**src/rtl/traffic_lights_pkg.sv**
```systemverilog
`default_nettype none
// ============================================================================
// Module : traffic_lights_pkg
// Brief  : Shared types for the traffic_lights command front-end: command
//          encodings of the traffic_lights cmd port, request op encodings,
//          bus widths and the CFG_START step-walk helpers.
// Rev    : 1.0  initial release
// ============================================================================
package traffic_lights_pkg;

  localparam int CMD_W  = 3;
  localparam int DATA_W = 16;

  typedef enum logic [CMD_W-1:0] {
    CMD_ON      = 3'd0,
    CMD_OFF     = 3'd1,
    CMD_NOTRANS = 3'd2,
    CMD_SET_G   = 3'd3,
    CMD_SET_R   = 3'd4,
    CMD_SET_Y   = 3'd5
  } cmd_t;

  typedef enum logic [1:0] {
    OP_CFG_START = 2'd0,
    OP_OFF       = 2'd1,
    OP_START     = 2'd2,
    OP_HOLD      = 2'd3
  } op_t;

  // CFG_START walks steps 0..4: NOTRANS, SET_G, SET_R, SET_Y, ON.
  localparam logic [2:0] c_CFG_LAST_STEP = 3'd4;

  // Next CFG_START step, hopping over period-set commands whose period is 0.
  function automatic logic [2:0] next_cfg_step(input logic [2:0] step,
                                               input logic       g_set,
                                               input logic       r_set,
                                               input logic       y_set);
    logic [2:0] s;
    s = step + 3'd1;
    if (s == 3'd1 && !g_set) s = 3'd2;
    if (s == 3'd2 && !r_set) s = 3'd3;
    if (s == 3'd3 && !y_set) s = 3'd4;
    return s;
  endfunction

  // Command emitted for a given op at a given step.
  function automatic cmd_t op_cmd(input op_t op, input logic [2:0] step);
    cmd_t c;
    case (op)
      OP_CFG_START: begin
        case (step)
          3'd0:    c = CMD_NOTRANS;
          3'd1:    c = CMD_SET_G;
          3'd2:    c = CMD_SET_R;
          3'd3:    c = CMD_SET_Y;
          default: c = CMD_ON;
        endcase
      end
      OP_OFF:   c = CMD_OFF;
      OP_START: c = CMD_ON;
      default:  c = CMD_NOTRANS;
    endcase
    return c;
  endfunction

endpackage
`default_nettype wire

```
**src/rtl/traffic_lights_rr_arb.sv**
```systemverilog
`default_nettype none
// ============================================================================
// Module : traffic_lights_rr_arb
// Brief  : NUM_REQ-way round-robin arbiter. The search starts one past the
//          last accepted index; the pointer moves only when i_update is high.
// Ports  : clk_i, arst_n_i     clock, async active-low reset
//          i_req[NUM_REQ]      request vector
//          i_update            commit current winner as new pointer
//          o_grant[NUM_REQ]    one-hot winner (zero when no request)
//          o_grant_idx         winner index
// Rev    : 1.0  initial release
// ============================================================================
module traffic_lights_rr_arb #(
  parameter int NUM_REQ = 2
) (
  input  logic                       clk_i,
  input  logic                       arst_n_i,
  input  logic [NUM_REQ-1:0]         i_req,
  input  logic                       i_update,
  output logic [NUM_REQ-1:0]         o_grant,
  output logic [$clog2(NUM_REQ)-1:0] o_grant_idx
);

  localparam int c_IDX_W = $clog2(NUM_REQ);

  logic [c_IDX_W-1:0] r_ptr;
  logic [NUM_REQ-1:0] w_grant;
  logic [c_IDX_W-1:0] w_idx;
  logic               w_found;

  always_comb begin
    w_grant = '0;
    w_idx   = '0;
    w_found = 1'b0;
    for (int i = 1; i <= NUM_REQ; i++) begin
      if (!w_found && i_req[(int'(r_ptr) + i) % NUM_REQ]) begin
        w_found = 1'b1;
        w_idx   = c_IDX_W'((int'(r_ptr) + i) % NUM_REQ);
        w_grant[(int'(r_ptr) + i) % NUM_REQ] = 1'b1;
      end
    end
  end

  // Reset to the last index so requester 0 wins the first arbitration.
  always_ff @(posedge clk_i or negedge arst_n_i) begin
    if (!arst_n_i) begin
      r_ptr <= c_IDX_W'(NUM_REQ - 1);
    end else if (i_update && w_found) begin
      r_ptr <= w_idx;
    end
  end

  assign o_grant     = w_grant;
  assign o_grant_idx = w_idx;

endmodule
`default_nettype wire

```
**src/rtl/traffic_lights_cfg_sequencer.sv**
```systemverilog
`default_nettype none
// ============================================================================
// Module : traffic_lights_cfg_sequencer
// Brief  : Shares the single traffic_lights command port between NUM_REQ
//          requesters, expands each request into its command list with
//          CMD_GAP idle cycles after every command, and preempts any sequence
//          on a rising edge of force_off_i with a single OFF command.
// Ports  : clk_i, arst_n_i           clock, async active-low reset
//          req_valid_i/req_ready_o   per-requester handshake
//          req_op_i                  2-bit op per requester
//          req_green/red/yellow_i    16-bit periods per requester, 0 = keep
//          force_off_i               emergency off (level)
//          cmd_type_o/valid/data_o   to traffic_lights command port
//          busy_o                    sequence in progress (incl. gaps)
//          grant_id_o                owner of current/last sequence
// Rev    : 1.0  initial release
// ============================================================================
module traffic_lights_cfg_sequencer
  import traffic_lights_pkg::*;
#(
  parameter int NUM_REQ = 2,
  parameter int CMD_GAP = 2
) (
  input  logic                       clk_i,
  input  logic                       arst_n_i,
  input  logic [NUM_REQ-1:0]         req_valid_i,
  output logic [NUM_REQ-1:0]         req_ready_o,
  input  logic [2*NUM_REQ-1:0]       req_op_i,
  input  logic [16*NUM_REQ-1:0]      req_green_i,
  input  logic [16*NUM_REQ-1:0]      req_red_i,
  input  logic [16*NUM_REQ-1:0]      req_yellow_i,
  input  logic                       force_off_i,
  output logic [2:0]                 cmd_type_o,
  output logic                       cmd_valid_o,
  output logic [15:0]                cmd_data_o,
  output logic                       busy_o,
  output logic [$clog2(NUM_REQ)-1:0] grant_id_o
);

  localparam int c_IDX_W = $clog2(NUM_REQ);
  localparam int c_GAP_W = $clog2(CMD_GAP + 1);
  localparam logic [c_GAP_W-1:0] c_GAP_LOAD = c_GAP_W'(CMD_GAP - 1);

  localparam logic [1:0] c_ST_IDLE  = 2'd0;
  localparam logic [1:0] c_ST_EMIT  = 2'd1;
  localparam logic [1:0] c_ST_GAP   = 2'd2;
  localparam logic [1:0] c_ST_FORCE = 2'd3;

  logic [1:0]         r_state;
  logic [2:0]         r_step;
  logic [c_GAP_W-1:0] r_gap_cnt;
  op_t                r_op;
  logic [DATA_W-1:0]  r_green;
  logic [DATA_W-1:0]  r_red;
  logic [DATA_W-1:0]  r_yellow;
  logic [c_IDX_W-1:0] r_grant_id;
  logic               r_force_q;
  logic               r_rst_done;

  logic [NUM_REQ-1:0] w_arb_grant;
  logic [c_IDX_W-1:0] w_win_idx;
  logic               w_force_rise;
  logic               w_can_grant;
  logic               w_accept;
  logic               w_last;
  cmd_t               w_cmd;

  assign w_force_rise = force_off_i & ~r_force_q;
  // r_rst_done keeps ready low while reset is asserted even though the FSM
  // sits in IDLE. force_off_i high (level) also covers the rising-edge cycle.
  assign w_can_grant  = r_rst_done && (r_state == c_ST_IDLE) && !force_off_i;
  assign w_accept     = w_can_grant && (|req_valid_i);
  assign req_ready_o  = w_arb_grant & {NUM_REQ{w_can_grant}};

  traffic_lights_rr_arb #(
    .NUM_REQ (NUM_REQ)
  ) u_arb (
    .clk_i       (clk_i),
    .arst_n_i    (arst_n_i),
    .i_req       (req_valid_i),
    .i_update    (w_accept),
    .o_grant     (w_arb_grant),
    .o_grant_idx (w_win_idx)
  );

  assign w_last = (r_op != OP_CFG_START) || (r_step == c_CFG_LAST_STEP);

  always_ff @(posedge clk_i or negedge arst_n_i) begin
    if (!arst_n_i) begin
      r_state    <= c_ST_IDLE;
      r_step     <= '0;
      r_gap_cnt  <= '0;
      r_op       <= OP_CFG_START;
      r_green    <= '0;
      r_red      <= '0;
      r_yellow   <= '0;
      r_grant_id <= '0;
      r_force_q  <= 1'b0;
      r_rst_done <= 1'b0;
    end else begin
      r_force_q  <= force_off_i;
      r_rst_done <= 1'b1;
      if (w_force_rise) begin
        // Preempts every state, including a pending GAP->EMIT step.
        r_state <= c_ST_FORCE;
      end else begin
        case (r_state)
          c_ST_IDLE: begin
            if (w_accept) begin
              r_state    <= c_ST_EMIT;
              r_step     <= '0;
              r_op       <= op_t'(req_op_i[2*w_win_idx +: 2]);
              r_green    <= req_green_i[DATA_W*w_win_idx +: DATA_W];
              r_red      <= req_red_i[DATA_W*w_win_idx +: DATA_W];
              r_yellow   <= req_yellow_i[DATA_W*w_win_idx +: DATA_W];
              r_grant_id <= w_win_idx;
            end
          end
          c_ST_EMIT: begin
            r_state   <= c_ST_GAP;
            r_gap_cnt <= c_GAP_LOAD;
          end
          c_ST_FORCE: begin
            // Re-labelling the op as OFF makes the following GAP end in IDLE.
            r_state   <= c_ST_GAP;
            r_gap_cnt <= c_GAP_LOAD;
            r_op      <= OP_OFF;
            r_step    <= '0;
          end
          c_ST_GAP: begin
            if (r_gap_cnt == '0) begin
              if (w_last) begin
                r_state <= c_ST_IDLE;
              end else begin
                r_state <= c_ST_EMIT;
                r_step  <= next_cfg_step(r_step, |r_green, |r_red, |r_yellow);
              end
            end else begin
              r_gap_cnt <= r_gap_cnt - c_GAP_W'(1);
            end
          end
          default: r_state <= c_ST_IDLE;
        endcase
      end
    end
  end

  always_comb begin
    w_cmd       = op_cmd(r_op, r_step);
    cmd_valid_o = 1'b0;
    cmd_type_o  = '0;
    cmd_data_o  = '0;
    if (r_state == c_ST_FORCE) begin
      cmd_valid_o = 1'b1;
      cmd_type_o  = CMD_OFF;
    end else if (r_state == c_ST_EMIT) begin
      cmd_valid_o = 1'b1;
      cmd_type_o  = w_cmd;
      case (w_cmd)
        CMD_SET_G: cmd_data_o = r_green;
        CMD_SET_R: cmd_data_o = r_red;
        CMD_SET_Y: cmd_data_o = r_yellow;
        default:   cmd_data_o = '0;
      endcase
    end
  end

  assign busy_o     = (r_state != c_ST_IDLE);
  assign grant_id_o = r_grant_id;

endmodule
`default_nettype wire
```
**config.mk**
```make
export PLATFORM = sky130hd
export DESIGN_NAME = traffic_lights_cfg_sequencer
export DESIGN_NICKNAME = d
export VERILOG_FILES = /design/src/rtl/traffic_lights_pkg.sv /design/src/rtl/traffic_lights_rr_arb.sv /design/src/rtl/traffic_lights_cfg_sequencer.sv
export SDC_FILE = /design/constraint.sdc
export NUM_CORES = 1
export LEC_CHECK = 0
export ABC_AREA = 1
export CAP_MARGIN = 20
export CORE_MARGIN = 2
export CORE_UTILIZATION = 50
export DETAILED_ROUTE_END_ITERATION = 10
export PLACE_DENSITY = 0.95
export SLEW_MARGIN = 0
export SYNTH_ARGS = -nofsm -noshare
export SYNTH_HDL_FRONTEND = slang
export SYNTH_HIERARCHICAL = 1
export SYNTH_SLANG_ARGS = --single-unit
export TNS_END_PERCENT = 100
```
**constraint.sdc**
```tcl
create_clock -name clk_i -period 3.5 [get_ports clk_i]
set_input_delay 0.7 -clock clk_i [delete_from_list [all_inputs] [get_ports clk_i]]
set_output_delay 0.7 -clock clk_i [all_outputs]
set_load 0.05 [all_outputs]
```
# After elaboration in Yosys (flattened, before gate mapping)
# Index checks and enable logic that the tools add are counted.
# Widths: inputs -> output; s select.
[classes] bitwise=7 n_shift=4 order_cmp=4 n_reduce_logical=35 n_mux=49 n_eq_ne=21 add_sub_neg=4
[ops] cell="$shiftx 32x6->16" count=3
[ops] cell="$mux 3" count=16
[ops] cell="$pmux 16 s3" count=1
[ops] cell="$reduce_or 16->1" count=3
[ops] cell="$mux 16" count=2
[ops] cell="$pmux 3 s3" count=2
[ops] cell="$eq 3x2->1 const B" count=5
[ops] cell="$mux 1" count=15
[ops] cell="$mux 2" count=7
[ops] cell="$pmux 3 s4" count=1
[ops] cell="$logic_and 1x1->1" count=10
[ops] cell="$eq 3x3->1 const B" count=3
[ops] cell="$reduce_and 3->1" count=3
[ops] cell="$pmux 2 s2" count=2
[ops] cell="$reduce_bool 2->1" count=4
[ops] cell="$eq 2x2->1 const B" count=3
[ops] cell="$eq 3x1->1 const B" count=2
[ops] cell="$logic_not 2->1" count=3
[ops] cell="$lt 2x3->1 const B" count=2
[ops] cell="$ne 2x2->1 const B" count=3
[ops] cell="$pmux 2 s3" count=1
[ops] cell="$logic_not 1->1" count=5
[ops] cell="$reduce_and 5->1" count=1
[ops] cell="$eq 2x1->1 const B" count=2
[ops] cell="other kinds (19)" count=25
[word_totals] ff_bits=61 inputBits=105 output_inout_bits=24

# Logic depth before layout (Yosys ltp)
# Gate-level depths: netlist of run 1.
[depth] ltp_word=21 depth_mapped=14 depth_no_buf=14

# Hierarchy
# Netlist of run 1, hierarchy kept.
[modules_own_cells] module="traffic_lights_cfg_sequencer" cells_per_inst=553 n_inst=1 seq_area_each_um2=1501.4 area_per_inst_um2=3738.6
[modules_own_cells] module="traffic_lights_rr_arb" cells_per_inst=9 n_inst=1 seq_area_each_um2=26.3 area_per_inst_um2=68.8

# Worst setup path after synthesis of run 1
# No wires, ideal clock.
[synth_path] path_kind="reg-to-output" startpoint="reg r_op[0]" endpoint="out cmd_data_o[10]" path_slack_ns=0.577 arrival_ns=2.223 required_ns=2.800 path_buffers=1 stages_incl_launch_ff=12 cell_sequence="dfrtp_1 inv_2 ha_1 inv_2 nor3_4 inv_2 o21ai_2 nand3_4 nand2_2 nand3_4 buf_6 nor2_1"
[synth_via] elab_chain_cells=6 word_cells_on_any_way=10 classes_between="eq/ne (5); mux (4); reduce/logical (1)"
[synth_lines] element="start: declaration" line_no="traffic_lights_cfg_sequencer.sv:52" text="op_t r_op;"
[synth_lines] element="start signal: assignment" line_no="traffic_lights_cfg_sequencer.sv:112" text="r_op <= op_t'(req_op_i[2*w_win_idx +: 2]);"
[synth_lines] element="$eq 2x2->1 (tied with other cells)" line_no="traffic_lights_pkg.sv:49" text="case (op)"
[synth_lines] element="$pmux 3 s3 *" line_no="traffic_lights_pkg.sv:49"
[synth_lines] element="$eq 3x3->1 / $eq 3x2->1 (equally long branches)" line_no="traffic_lights_cfg_sequencer.sv:159" text="case (w_cmd)"
[synth_lines] element="$pmux 16 s3 *" line_no="traffic_lights_cfg_sequencer.sv:159"
[synth_lines] element="$mux 16 *" line_no="traffic_lights_cfg_sequencer.sv:156" text="end else if (r_state == c_ST_EMIT) begin"
[synth_lines] element="$mux 16 *" line_no="traffic_lights_cfg_sequencer.sv:153" text="if (r_state == c_ST_FORCE) begin"
[synth_lines] element="end: declaration" line_no="traffic_lights_cfg_sequencer.sv:35" text="output logic [15:0] cmd_data_o,"
# Every way passes the cells marked *; elsewhere a longest branch is shown, timed or not.

# Final worst setup path of run 1
[layout_path] startpoint="reg r_op[1]" endpoint="out cmd_data_o[3]"
# The elaborated chain is that of the path after synthesis.

==> run summary, run 1 <==
The floorplan has 31 rows. Derived from the worst setup path, the maximum achievable clock frequency is 300 MHz. The relative slew slack is 0.627.

The number of buffers created by CTS is 9. The clock-pin slew on the worst setup and hold paths is 70 ps. The final critical-path required period is between 3000 and 4000 ps. The number of placed I/O pins is 129.

The number of warnings reported in the yosys synthesis log came out at 6. The height of the die is approximately 91 um. STA classifies the critical path endpoint as a primary output. The final standard cell utilization of the core is 0.748. The wire length per cell after detailed routing came out at 15.3 um. After detailed routing, the number of remaining DRC violations is 0. The sequential fraction of the synthesis area came out at 0.401. The via density per instance came out at ~5.4. The worst hold slack is 330 ps. After global routing the overflow that remains totals 0. The net total in the final layout came out at 799.

The vias after detailed routing is between 4k and 5k. The worst hold path belongs to the class input pin to async pin. The maximum ir drop on the vdd rail came out at around 0.33 mV.

The worst setup margin came out at 164 ps. The final setup violation count is 0. Routability-driven placement finished with a final weighted congestion of 0.909.

The critical-path cell with the highest stage delay is sky130_fd_sc_hd__dfrtp_1. The later pin in the worst-skew pair is clocked with a latency of 360 ps. The post-synth design cell area came out at 3810 sq um. The clock tree root driver cell is sky130_fd_sc_hd__clkbuf_8. The flow ran to the end, and the final reports show no timing, DRC or antenna violations. The category of the worst setup path launch point is a register. With fillers left out, the area of the finished cells amounts to 5490 sq um.

The unique cell type count in the Yosys netlist is 28. sky130_fd_sc_hd__dfrtp_1 takes more of the synthesized area than any other cell. For this run, the leading register cell type out of synthesis is sky130_fd_sc_hd__dfrtp_1. The fraction of synthesis flops using an asynchronous set or reset pin came out at 1.00. The most repeated library cell on the critical path is sky130_fd_sc_hd__nand3_4.

The startpoint identified for the worst register-to-register timing path is r_step[0]. The fraction of layout cells with a size suffix above 1 came out at 0.0860. At the pin with the least slew margin, the transition time is between 500 and 600 ps.

The worst slack at placement came out at 430 ps. The cell internal power dissipation came out at 2.00 mW. Entering global routing, the biggest net connects 60 pins.

The required time of the critical path came out at around 2800 ps. The overall die area is 8330 sq um. Counting instances in the post-synthesis netlist gives the leading cell types as 171 x sky130_fd_sc_hd__nand2_1, 135 x sky130_fd_sc_hd__nor2_1, 60 x sky130_fd_sc_hd__dfrtp_1. The area of the core region came out at between 7000 and 8000 sq um. Ranked by total cell area, the synthesized netlist is headed by sky130_fd_sc_hd__dfrtp_1 39%, sky130_fd_sc_hd__nand2_1 17%, sky130_fd_sc_hd__nor2_1 13%. The top cell type's share of synthesized area came out at 0.394. The synthesized netlist net count came out at 680. The count of antenna-violating nets left after detailed routing is 0. The sum of net half-perimeters after detailed placement is 9.14 mm. The count of TritonRoute iterations in the first routing pass came out at 5. The reported leakage power came out at 2.49 nW. The register bit count reported by yosys is between 60 and 70. sky130_fd_sc_hd__nand2_1 is the most common cell in the netlist.

The area added between synthesis and finish is 44.1%. Setup repair after global routing could not meet its margin everywhere. The number of synthesized flops with an enable pin came out at 0. The tree built by TritonCTS fans out to 61 sinks. The delay of the slowest critical-path stage is around 420 ps.

The critical path is of the register to primary output type. The most critical setup path has its startpoint at r_op[1]. The hold buffer count at cts is 0. The initial detailed-routing violation count is 300. The H-tree level count is 3. In this run the deepest clock path goes through 2 buffers. The placement-stage cell area came out at 5300 sq um. The total power divided by cell area came out at around 690 nW/um^2. The fraction of the cycle the final worst path needs came out at 0.953. The sequential fraction of design power came out at 0.371. The number of pins exceeding their max-slew limit in the final report is 0. Input and output buffers added on the ports amount to 128. Averaged over all synthesized cells, the footprint is 6.77 sq um. The first global-routing pass estimated around 20 mm of wire. Max-cap violations in this run came to 0.

Of the total power, combinational logic draws 0.479. The number of inserted diodes is 0. The number of inserted filler cells in the final layout is 557. The signal on the critical path passes through inv_1, ha_1, nand3_1, o21ai_4, nand3_4, nand2_2, nand3_4, nor2_1, buf_12.

The clock tree skew after final layout came out at around 8.7 ps. The power spent charging and discharging nets came out at about 1.8 mW. TritonCTS built the clock tree. The highest net fanout along the worst path is 19. The total wire length is 12.0 mm. The proportion of power drawn by the clock network is 0.150.

The final hold violation count is 0. The data arrival at the endpoint of the critical path is 2640 ps. The x dimension of the die is 91.3 um. The initial utilization of the core area, before any placement, comes to 0.519.

The share of total power consumed by net switching is 0.469. The overall global routing resource usage is 0.298. The number of cells produced by synthesis is 562. The via count of the first global-routing pass came to 4159. The number of antenna violations at the first check in global routing came out at 0.
[cells by family after synthesis]
group / after synthesis / synth area share
adder cells (fa/ha/maj): 13 / 0.0427
buffers and inverters: 74 / 0.0779
other: 1 / 0.000985
AO/OA/AOI/OAI: 67 / 0.109
AND/OR/NAND/NOR: 346 / 0.368
flip-flops: 61 / 0.401
[registers in the layout, indices dropped and copies added (netlist names)]
signal       cells
r_gap_cnt        2
u_arb/r_ptr      1
r_state          2
r_rst_done       1
r_red           16
r_op             2
r_force_q        1
r_green         16
r_yellow        16
r_step           3
grant_id_o       1
[repair_timing]
item,4_1_cts,5_1_grt
setup endpoints to repair,0,16
buffers inserted,0,1
gates resized for setup,0,1
endpoints found under the hold margin,0,0
[final timing paths]
kind / cells after the start / endpoint / slack, ps
worst max-delay path: 9 / cmd_data_o[3] / 160
worst min-delay path: 1 / r_green[8] / 330
worst max register to register: 13 / r_step[1] / 1440
worst min register to register: 2 / r_gap_cnt[1] / 500
max in group asynchronous: 2 / u_arb/r_ptr / 2270
min in group clk_i: 2 / r_gap_cnt[1] / 500
[power groups by stage]
stage | sequential, mW | clock, mW | combinational (mW)
2_1_floorplan | 1.27 | 0 | 1.26
3_3_place_gp | 1.37 | 0 | 1.72
3_5_place_dp | 1.39 | 0 | 1.78
4_1_cts | 1.38 | 0.568 | 1.80
5_1_grt | 1.43 | 0.607 | 2.01
6_report | 1.40 | 0.566 | 1.81
[layout by cell type (no fill, tap or decap), types with 3 or more instances in the layout]
cell,Yosys,routed
sky130_fd_sc_hd__a21oi_1,3,3
sky130_fd_sc_hd__a31oi_1,50,50
sky130_fd_sc_hd__buf_12,0,16
sky130_fd_sc_hd__buf_4,0,8
sky130_fd_sc_hd__clkbuf_8,0,9
sky130_fd_sc_hd__clkdlybuf4s50_1,0,109
sky130_fd_sc_hd__clkinv_1,4,4
sky130_fd_sc_hd__dfrtp_1,60,60
sky130_fd_sc_hd__ha_1,13,13
sky130_fd_sc_hd__inv_1,37,37
sky130_fd_sc_hd__inv_2,7,7
sky130_fd_sc_hd__nand2_1,171,171
sky130_fd_sc_hd__nand3_1,28,28
sky130_fd_sc_hd__nor2_1,135,135
sky130_fd_sc_hd__nor3_1,4,4
sky130_fd_sc_hd__o21ai_0,7,7
[per-layer routing]
metal	vias to the layer above	share of wire	global-route usage
met4	0	0.033	0.122
met2	224	0.50	0.506
met3	35	0.072	0.0614
li1	2030	-	-
met1	1945	0.39	0.371
met5	-	0	0
[metrics by stage]
step           total power, mW  std cells  setup TNS (ps)
4_1_cts                   3.75        784               0
2_1_floorplan             2.53        562               0
3_3_place_gp              3.09        768               0
5_1_grt                   4.05        785           -65.0
6_report                  3.78        785               0
3_5_place_dp              3.17        768               0
[critical path, delay by kind of cell, from the launching register on]
kind / cells / cell delay (ps)
buffers and inverters: 2 / 280
flip-flops: 1 / 420
adder cells (fa/ha/maj): 1 / 280
AO/OA/AOI/OAI: 1 / 230
AND/OR/NAND/NOR: 5 / 1060
[final cells by class]
class | count | area [sq um] | area share
tap | 99 | 124 | 0.0226
multi-input combinational | 427 | 2000 | 0.365
sequential | 61 | 1530 | 0.279
timing repair buffer | 134 | 1480 | 0.269
clock buffer | 9 | 124 | 0.0226
clock inverter | 7 | 51.3 | 0.00935
inverter | 48 | 180 | 0.0328
Power figures use the tool's default switching activity.
==> run 2: changes to the inputs <==
- ABC_AREA: 1 -> 0
==> run 2 against run 1 <==
Against the previous run:
- critical path depth grew 1
- global-route usage shrank 1.9 points
- core utilization grew 1.4 points
==> run summary, run 2 <==
By startpoint and endpoint, the worst setup path is classified as register to primary output. The area of the core region was 7250 sq um (-1.1%). The worst register-to-register path ends at r_step[0].

The adder and majority gate portion of the synthesized area was 0.0432 (+0.000511). The clock latency on the worst-skew pair came out at 350 ps (about the same). The height of the die came out at 90.7 um (-0.56%). The top cell type's share of synthesized area came to 0.399 (+0.00472). The fraction of layout cells with a size suffix above 1 came out at 0.0940 (+0.00803).

The logic depth of the worst register-to-register path came out at 7 (-6). The maximum ir drop on the vdd rail is 0.300 mV (-9.6%). The data arrival at the endpoint of the critical path was 2630 ps (about the same).

The final setup violation count is 0 (unchanged). The count of TritonRoute iterations in the first routing pass came out at 6 (+1). The actual slew at the worst max-slew pin came out at 1090 ps (+534 ps). The number of pins exceeding their max-slew limit in the final report is 0 (unchanged). The number of buffer cells added on primary ports is 128 (unchanged).

The wire length per cell after detailed routing is 17.4 um (+14%). The fraction of synthesis flops using an asynchronous set or reset pin is 1.00 (unchanged). The relative slew slack came out at 0.268 (-0.359). The xor and xnor fraction of the mapped netlist area came out at 0 (unchanged).

The post-cts repair resize count is 0 (unchanged). The overall die area came out at 8230 sq um (-1.1%). The commonest cells after synthesis are 76 x sky130_fd_sc_hd__nand2_1, 65 x sky130_fd_sc_hd__o21ai_0, 60 x sky130_fd_sc_hd__dfrtp_1. The maximum frequency from static timing analysis was 301 MHz (+0.30%). The worst setup path is launched from a register. The flow ran to the end, and the final reports show no timing, DRC or antenna violations. The register bit count reported by yosys came out at 61 (unchanged).

The number of buffers between clock root and the deepest sink is 2 (unchanged). Summed over all instances, the cell type with the most area after synthesis is sky130_fd_sc_hd__dfrtp_1. Leaving out fill and tap cells, the most frequent cell in the layout is sky130_fd_sc_hd__clkdlybuf4s50_1.

The via density per instance was 5.80 (+7.5%). The overall global routing resource usage came out at 0.280 (-0.0186). The power spent charging and discharging nets came out at 1.70 mW (-4.1%). The clock sink count came out at 61 (unchanged).

The global-route track usage on met1 came out at 0.313 (-0.0585). The combinational share of power came out at 0.472 (-0.007). The simple-gate share of the synthesized area is 0.162 (-0.206).

Among all cell types in the netlist, the one instantiated most often is sky130_fd_sc_hd__nand2_1. The largest registers in the layout are r_green (16), r_red (16), r_yellow (16). The global routing met3 resource utilization is 0.0684 (+0.00704). The multi-input logic area is 2090 sq um (+4.6%). The placement-stage cell area came to 5300 sq um (about the same). The number of inserted diodes came out at 0 (unchanged). The proportion of power drawn by the clock network is 0.170 (+0.020). The max-capacitance violation count came out at 0 (unchanged).

The sequential fraction of the synthesis area came to 0.406 (+0.00480). The post-placement cell count came out at 635 (-17%). The total wire length came to 11.3 mm (-5.4%). The cell internal power dissipation came out at 2.18 mW (+8.8%).

The share of total power consumed by net switching came out at 0.438 (-0.0312). The reported leakage power is 2.44 nW (-2.1%). The total area of sequential cells is 1530 sq um (unchanged). The fraction of the mapped netlist area in compound gates is 0.209 (+0.0997). The buffers inserted during post-CTS setup optimization came out at 0 (unchanged). The unique cell type count in the Yosys netlist is 42 (+50%). The multiplexer fraction of the synthesized cell area is 0.139 (+0.139).

The number of buffers created by CTS is 9 (unchanged). The final critical-path required period is 3330 ps (-9.90 ps). The area of all placed cells without fillers came out at 5530 sq um (+0.75%). Ranked by total cell area, the synthesized netlist is headed by sky130_fd_sc_hd__dfrtp_1 40%, sky130_fd_sc_hd__mux2i_1 14%, sky130_fd_sc_hd__o21ai_0 8.6%.

The effective utilization at floorplan is 0.519 (-0.000655). The clock-pin slew on the worst setup and hold paths is 70 ps (about the same). The sum of negative setup slack came to 0 ps (unchanged). The maximum number of pins on one net before global-route repair is 54 (-10%).

In the layout the commonest cells are 109 x sky130_fd_sc_hd__clkdlybuf4s50_1, 76 x sky130_fd_sc_hd__nand2_1, 65 x sky130_fd_sc_hd__o21ai_0. The initial detailed-routing violation count came out at 349 (+16%). By area, the combinational part of the netlist is dominated by compound AO/OA/AOI/OAI gates. The mean instance size in the synthesized netlist came out at 8.81 sq um (+30%). The required time of the critical path is 2800 ps (about the same).

The count of unresolved DRC violations after routing is 0 (unchanged). The path class of the tightest hold or removal check is input pin to async pin. The x dimension of the die came out at 90.7 um (-0.56%). The number of antenna violations at the first check in global routing is 0 (unchanged). The highest net fanout along the worst path is 33 (+14). The hold buffer count at cts came out at 0 (unchanged). The total power divided by cell area came to 702 nW/um^2 (+2.0%). The count of antenna-violating nets left after detailed routing came out at 0 (unchanged). The global-route layer with the greatest usage is met2. The synthesized netlist net count is 545 (-20%). The last weighted congestion value of the routability-driven placer came to 0.871 (-4.2%). The area growth from synthesis to layout is 46.9%. The sort of element at the end of the critical path is a primary output.

The clock tree skew after final layout is 10.5 ps (+1.81 ps). Setup repair after global routing left no endpoint under its margin. The number of placed I/O pins came to 129 (unchanged).

The worst register-to-register path begins at r_state[1]. The via count of the first global-routing pass was 3869 (-7.0%). The overflow left after global routing came to 0 (unchanged). The met2 usage is 0.509 (+0.00253).

The flop-to-flop setup slack is 980 ps (-460 ps). The sum of net half-perimeters after detailed placement is 8.38 mm (-8.4%). The count of standard-cell rows came out at 31 (unchanged). The number of cells produced by synthesis came out at 427 (-24%).

The net total in the final layout came to 666 (-17%). The sequential fraction of design power is 0.357 (-0.014). The final hold violation count is 0 (unchanged).

The fraction of the cycle the final worst path needs is 0.950 (-0.00283). The wire length of the first global-routing pass came to 18.4 mm (-6.2%). The H-tree level count is 3 (unchanged). Clock tree synthesis selected as its root buffer the cell sky130_fd_sc_hd__clkbuf_8. The vias after detailed routing came to 3779 (-11%).

The number of warnings reported in the yosys synthesis log came to 6 (unchanged). In the synthesized netlist the dominant register cell turns out to be sky130_fd_sc_hd__dfrtp_1. The filler-free cell count of the finished design came out at 652 (-17%). The post-synth design cell area is 3760 sq um (-1.2%). The number of inserted filler cells in the final layout came out at 434 (-22%). TritonCTS built the clock tree. The number of synthesized flops with an enable pin was 0 (unchanged).
run 2: layout make-up:
type	count	area share
clock buffers	10	0.0249
clock inverters	6	0.0127
inverters	13	0.00883
multi-input cells	326	0.379
flip-flops and latches	61	0.276
well taps	99	0.0224
repair buffers	137	0.276
run 2: power groups by stage:
stage	clock, mW	sequential [mW]	combinational [mW]
after detailed placement	0	1.37	1.78
after floorplan	0	1.27	1.21
after CTS	0.655	1.36	1.81
final	0.661	1.39	1.83
after global routing	0.690	1.41	2.00
after global placement	0	1.34	1.68
run 2: worst max-delay path, cell delays in order, from the launching register on:
cell and delay [ps]:
sky130_fd_sc_hd__dfrtp_1 410, sky130_fd_sc_hd__inv_1 130, sky130_fd_sc_hd__ha_1 180, sky130_fd_sc_hd__nor2b_1 130
sky130_fd_sc_hd__o211ai_1 100, sky130_fd_sc_hd__buf_4 240, sky130_fd_sc_hd__a211oi_2 230, sky130_fd_sc_hd__buf_4 230
sky130_fd_sc_hd__nand2_1 100, sky130_fd_sc_hd__a21oi_1 310, sky130_fd_sc_hd__buf_12 190
run 2: cell families (layout without fill, tap and decap cells):
family | after synthesis | in the layout
simple gates | 131 | 131
fa+ha+maj | 13 | 13
mux | 52 | 52
compound gates | 129 | 129
other cells | 1 | 1
flops | 61 | 61
buf+inv | 40 | 166
run 2: per-stage QoR:
stage,setup slack (ps),util,power (mW),hold slack (ps)
after global placement,571,0.731,3.02,461
after floorplan,387,-,2.48,404
after global routing,55.2,0.762,4.10,163
after detailed placement,372,0.731,3.15,471
after CTS,212,0.759,3.83,509
final,174,0.762,3.88,166
run 2: metal layers:
metal / part of all wire / up-vias
li1: - / 1755
met1: 0.36 / 1770
met3: 0.079 / 48
met4: 0.039 / 0
met2: 0.53 / 206
met5: 0 / -
run 2: how the worst max path moves through the flow:
stage | from | depth (start not counted) | end
after floorplan | r_step[0] | 7 | cmd_data_o[13]
after global placement | req_valid_i[0] | 6 | r_op[0]
after detailed placement | req_valid_i[0] | 6 | r_op[0]
after CTS | r_step[1] | 10 | cmd_data_o[5]
after global routing | r_step[1] | 10 | cmd_data_o[5]
final | r_step[1] | 10 | cmd_data_o[5]
==> variant 1, RTL diff (flow settings as in run 2) <==
Set the parameter `CMD_GAP` to 8 (it was 2).
--- a/src/rtl/traffic_lights_cfg_sequencer.sv
+++ b/src/rtl/traffic_lights_cfg_sequencer.sv
@@ -21,3 +21,3 @@
   parameter int NUM_REQ = 2,
-  parameter int CMD_GAP = 2
+  parameter int CMD_GAP = 8
 ) (
Check against the original RTL: same outputs for any inputs over 4 cycles, from zero or initial values and one cycle with arst_n_i low; that may be too few to reach the edited logic, so the function may still have changed.
==> variant 1 against run 2 <==
  * Routed wire length is 3.8% higher
  * Sequential cell count is 2 higher
  * Synthesized area is 4.4% higher
  * Highest routed layer unchanged
  * Power is 2.1% lower
  * Die area is 4.2% higher
  * Cell area is 2.4% higher
  * Worst setup slack better by 0.0073 ns
  * Register-to-register slack better by 0.17 ns
  * Largest power group unchanged
  * Global-route usage is 0.20 points lower
==> variant 1: results (changes against run 2) <==
Largest net degree at the start of global routing: 54 (unchanged)
R2R Path End: r_step[1]$_DFFE_PN0P_
Worst path max stage delay: 0.38 ns (-0.03 ns)
Port bufs: 128 (unchanged)
Reg2Reg Depth: 7 (unchanged)
Seq/Total Area, Yosys: 40.17% (-0.43 points)
Global-route wire length before repair: 18.77 mm (+2.0%)
Unique masters post-synth: 55 (+31%)
CTS clock-pin slew for the worst setup and hold paths: 0.07 ns (about the same)
Worst-Skew Late Latency: 0.35 ns (about the same)
Gr usage total: 27.78% (-0.20 points)
Layout Cells excl Fill: 668 (+2.5%)
Post-CTS Resized: 1 (+1)
Mapped Nets: 559 (+2.6%)
Antenna diodes: 0 (unchanged)
Hpwl dp: 8.704 mm (+3.9%)
Ys flop type: dfrtp_1
Number of global-route vias before repair: 3795 (-1.9%)
Routed vias: 3897 (+3.1%)
Dpl cells: 652 (+2.7%)
Detailed-router iteration count before antenna repair: 7 (+1)
Worst Hold Class: in2async
Most frequent cells after synthesis: nand2_1 (74), dfrtp_1 (62), o21ai_0 (59), mux2i_1 (50), a21oi_1 (21)
Reg2reg start: r_step[0]$_DFFE_PN0P_
Flop2flop setup slack: 1.15 ns (+0.17 ns)
WP data arrival: 2.62 ns (about the same)
DRT iter0 DRCs: 317 (-9.2%)
Fillers: 525 (+21%)
Status: finished clean
Initial antenna violation count: 0 (unchanged)
Nets: 680 (+2.1%)
CP max FO: 34 (+3.0%)
Async set-or-reset flop fraction in the synthesized netlist: 100.0% (unchanged)
CTS Buf Count: 9 (unchanged)
Area contributors post-synth: dfrtp_1 (40%), mux2i_1 (13%), o21ai_0 (7.5%)
Critical path's slowest cell: dfrtp_1
Clock Path Buffers: 2 (unchanged)
CTS H-tree depth: 3 (unchanged)
Final Routed Wirelength: 11.77 mm (+3.8%)
Static Leak: 2.493 nW (+2.3%)
Share of cells above drive strength 1: 10.25% (+0.84 points)
RD Place Congestion: 0.8872 (+1.8%)
Regs by FF count: r_green: 16 flops, r_red: 16 flops, r_yellow: 16 flops
Root Driver: clkbuf_8
Worst Skew: 0.009850 ns (-0.0006846 ns)
Syn_area_per_cell: 8.906 um^2 (+1.1%)
Worst Tran Pin Value: 0.7525 ns (-0.3415 ns)
Synthesis Warnings: 6 (unchanged)
Post-CTS repair timing setup buffer count: 0 (unchanged)
Peak VDD IR: 0.2661 mV (-11%)
==> variant 1: cell count changes after synthesis, moves of 3 or more <==
cell and change:
clkbuf_1 -10, buf_2 +6, inv_1 +3, o21ai_0 -6, o21ai_1 +7
==> variant 1: report_power, final <==
group          switching [mW]  internal (mW)
clock                   0.279          0.320
sequential              0.309           1.05
combinational            1.07          0.776
==> variant 1: worst max-delay path by stage <==
stage / slack, ns / end / from / depth (start not counted)
after floorplan: 0.47 / cmd_data_o[10] / r_step[0]$_DFFE_PN0P_ / 7
after global placement: 0.45 / req_ready_o[0] / req_valid_i[0] / 4
after detailed placement: 0.41 / req_ready_o[0] / req_valid_i[0] / 4
after CTS: 0.22 / cmd_data_o[15] / r_step[1]$_DFFE_PN0P_ / 10
after global routing: 0.10 / cmd_data_o[15] / r_step[1]$_DFFE_PN0P_ / 10
final: 0.18 / cmd_data_o[15] / r_op[0]$_DFFE_PN0P_ / 9
==> variant 1: logic make-up (layout without fill, tap and decap cells) <==
family          after synthesis  count (layout)  synth area share, %
mux                          50              50                12.74
compound gates              133             133                20.61
fa+ha+maj                    13              13                4.142
simple gates                137             137                17.36
flops                        63              63                40.17
other cells                   1               1              0.09548
buf+inv                      44             169                4.874
==> variant 1: worst max-delay path, delay by kind of cell, from the launching register on <==
kind | cells | cell delay [ns]
buffers and inverters | 4 | 0.77
AND/OR/NAND/NOR | 1 | 0.11
AO/OA/AOI/OAI | 3 | 0.68
flip-flops | 1 | 0.38
adder cells (fa/ha/maj) | 1 | 0.32
==> variant 1: metal layers <==
metal | global-route usage [%] | wire (um)
met5 | 0 | 0
met4 | 12.75 | 413
met3 | 5.696 | 952
met2 | 46.65 | 5712
met1 | 34.50 | 4692
==> variant 1: per-stage QoR <==
stage	setup slack, ns	total power, mW	hold WS [ns]	instance area (um^2)	utilization (%)
3_5_place_dp	0.4062	3.138	0.4695	5451	70.91
6_report	0.1811	3.798	0.1842	5657	73.58
4_1_cts	0.2167	3.759	0.5031	5632	73.26
5_1_grt	0.1011	4.020	0.2025	5657	73.58
2_1_floorplan	0.4685	2.493	0.4044	3928	-
3_3_place_gp	0.4533	3.030	0.4626	5451	70.91
==> variant 1: cell type report <==
class                           count  share of cell area [%]
Tap cell                          102                   2.256
Timing Repair Buffer              138                   27.12
Inverter                           16                   1.062
Clock inverter                      5                  0.8848
Multi-Input combinational cell    334                   38.53
Clock buffer                       10                   2.256
Sequential cell                    63                   27.89
==> variant 2, RTL diff (flow settings as in run 2) <==
Made on the original files. Make the reset (`arst_n_i`) synchronous in 2 clocked blocks. Comments in the files are not updated.
--- a/src/rtl/traffic_lights_rr_arb.sv
+++ b/src/rtl/traffic_lights_rr_arb.sv
@@ -44,3 +44,3 @@
   // Reset to the last index so requester 0 wins the first arbitration.
-  always_ff @(posedge clk_i or negedge arst_n_i) begin
+  always_ff @(posedge clk_i) begin
     if (!arst_n_i) begin
--- a/src/rtl/traffic_lights_cfg_sequencer.sv
+++ b/src/rtl/traffic_lights_cfg_sequencer.sv
@@ -87,3 +87,3 @@
 
-  always_ff @(posedge clk_i or negedge arst_n_i) begin
+  always_ff @(posedge clk_i) begin
     if (!arst_n_i) begin
Formal check against the unedited RTL: differs if arst_n_i is asserted again (counterexample within 4 cycles, from zero or initial values and one cycle with arst_n_i low); with arst_n_i held inactive, the same outputs for 4 cycles.
==> variant 2 against run 2 <==
  * Cell area is 1.4% lower
  * Worst setup slack better by 0.059 ns
  * Final cell count is 1.1% higher
  * Sequential cell count unchanged
  * Synthesized area is 2.2% lower
  * Via count grew 0.82%
  * Routed wire length down 1.2%
Power is not compared: it rests on default switching activity, and its combinational part moved more than twofold at a synthesized area within 25%.
==> variant 2: results (changes against run 2) <==
Post-CTS repair timing setup buffer count: 0 (unchanged)
Async set-or-reset flop fraction in the synthesized netlist: 0% (-100 points)
Clock share of power: 34.0%
R2R Path End: r_step[2]$_SDFFE_PN0P_
Area after DPL: 5221 um^2 (-1.5%)
Hold path cells: 2
Antenna diodes: 0 (unchanged)
Synth Area in Compound Gates: 25.07% (+4.2 points)
Family with the most delay on the worst path: compound AO/OA/AOI/OAI gates
Status: finished clean
Hpwl dp: 8.220 mm (-1.9%)
Routed vias: 3810 (+0.82%)
Ys flop type: dfxtp_1
CP max FO: 33 (unchanged)
Mux cell area share after synthesis: 13.91% (+0.044 points)
CTS H-tree depth: 3 (unchanged)
Flop2flop setup slack: 1.25 ns (+0.27 ns)
WP data arrival: 2.57 ns (-0.06 ns)
Reg2reg start: r_step[0]$_SDFFE_PN0P_
WHS: 0.5007 ns (+0.3348 ns)
Synth Area in Adders: 4.422% (+0.099 points)
Most frequent cells after synthesis: dfxtp_1 (61), nor2_1 (57), mux2i_1 (50), a211oi_1 (49), nand2_1 (29)
Critical path's slowest cell: dfxtp_1
Detailed-router iteration count before antenna repair: 5 (-1)
Global-route wire length before repair: 18.11 mm (-1.6%)
Final Routed Wirelength: 11.20 mm (-1.2%)
Area contributors post-synth: dfxtp_1 (33%), mux2i_1 (14%), a211oi_1 (10%)
RD Place Congestion: 0.9251 (+6.2%)
Peak VDD IR: 0.2297 mV
Pre-CTS WS: 0.7132 ns (+0.3415 ns)
Share of cells above drive strength 1: 10.71% (+1.3 points)
Unique masters post-synth: 52 (+24%)
Fmax: 0.3061 GHz (+1.8%)
Nets: 673 (+1.1%)
End point of the critical path: cmd_data_o[10]
Mapped Nets: 557 (+2.2%)
Worst path max stage delay: 0.40 ns
Critical path origin: r_step[1]$_SDFFE_PN0P_
Gr usage total: 27.38% (-0.60 points)
Seq/Total Area, Yosys: 33.20% (-7.4 points)
Largest net degree at the start of global routing: 100 (+85%)
Slew HR: 36.92% (+10 points)
Synthesis Warnings: 6 (unchanged)
Worst Hold Class: reg2reg
Number of global-route vias before repair: 3756 (-2.9%)
Worst Skew: 0.01477 ns (+0.004233 ns)
DRT iter0 DRCs: 329 (-5.7%)
## variant 2: cell count changes after synthesis, sizes merged, moves of 3 or more
cell and change:
a211oi +49, nor2 +47, nor4 -3, nand2 -47
dfxtp +61, o21ai -47, buf +6, dfrtp -60
## variant 2: area by class of cell
type                       instances  area, um^2
tap                               99       123.9
sequential                        61        1221
clock buffer                      11       141.4
multi-input combinational        332        2291
clock inverter                     5       83.83
fill                             490        1729
inverter                          13       48.80
timing repair buffer             138        1536
## variant 2: metal layers
layer | part of all wire [%] | GRT usage [%] | routed length, um | vias up
li1 | - | - | - | 1835
met1 | 38 | 31.52 | 4211 | 1755
met2 | 51 | 48.36 | 5729 | 182
met3 | 8.7 | 7.209 | 973 | 38
met4 | 2.5 | 11.03 | 283 | 0
met5 | 0 | 0 | 0 | -
## variant 2: per-stage QoR
step                      utilization, %  cells
after floorplan                        -    439
after global placement             72.76    643
after detailed placement           72.76    643
after CTS                          75.90    659
after global routing               75.90    659
final                              75.90    659
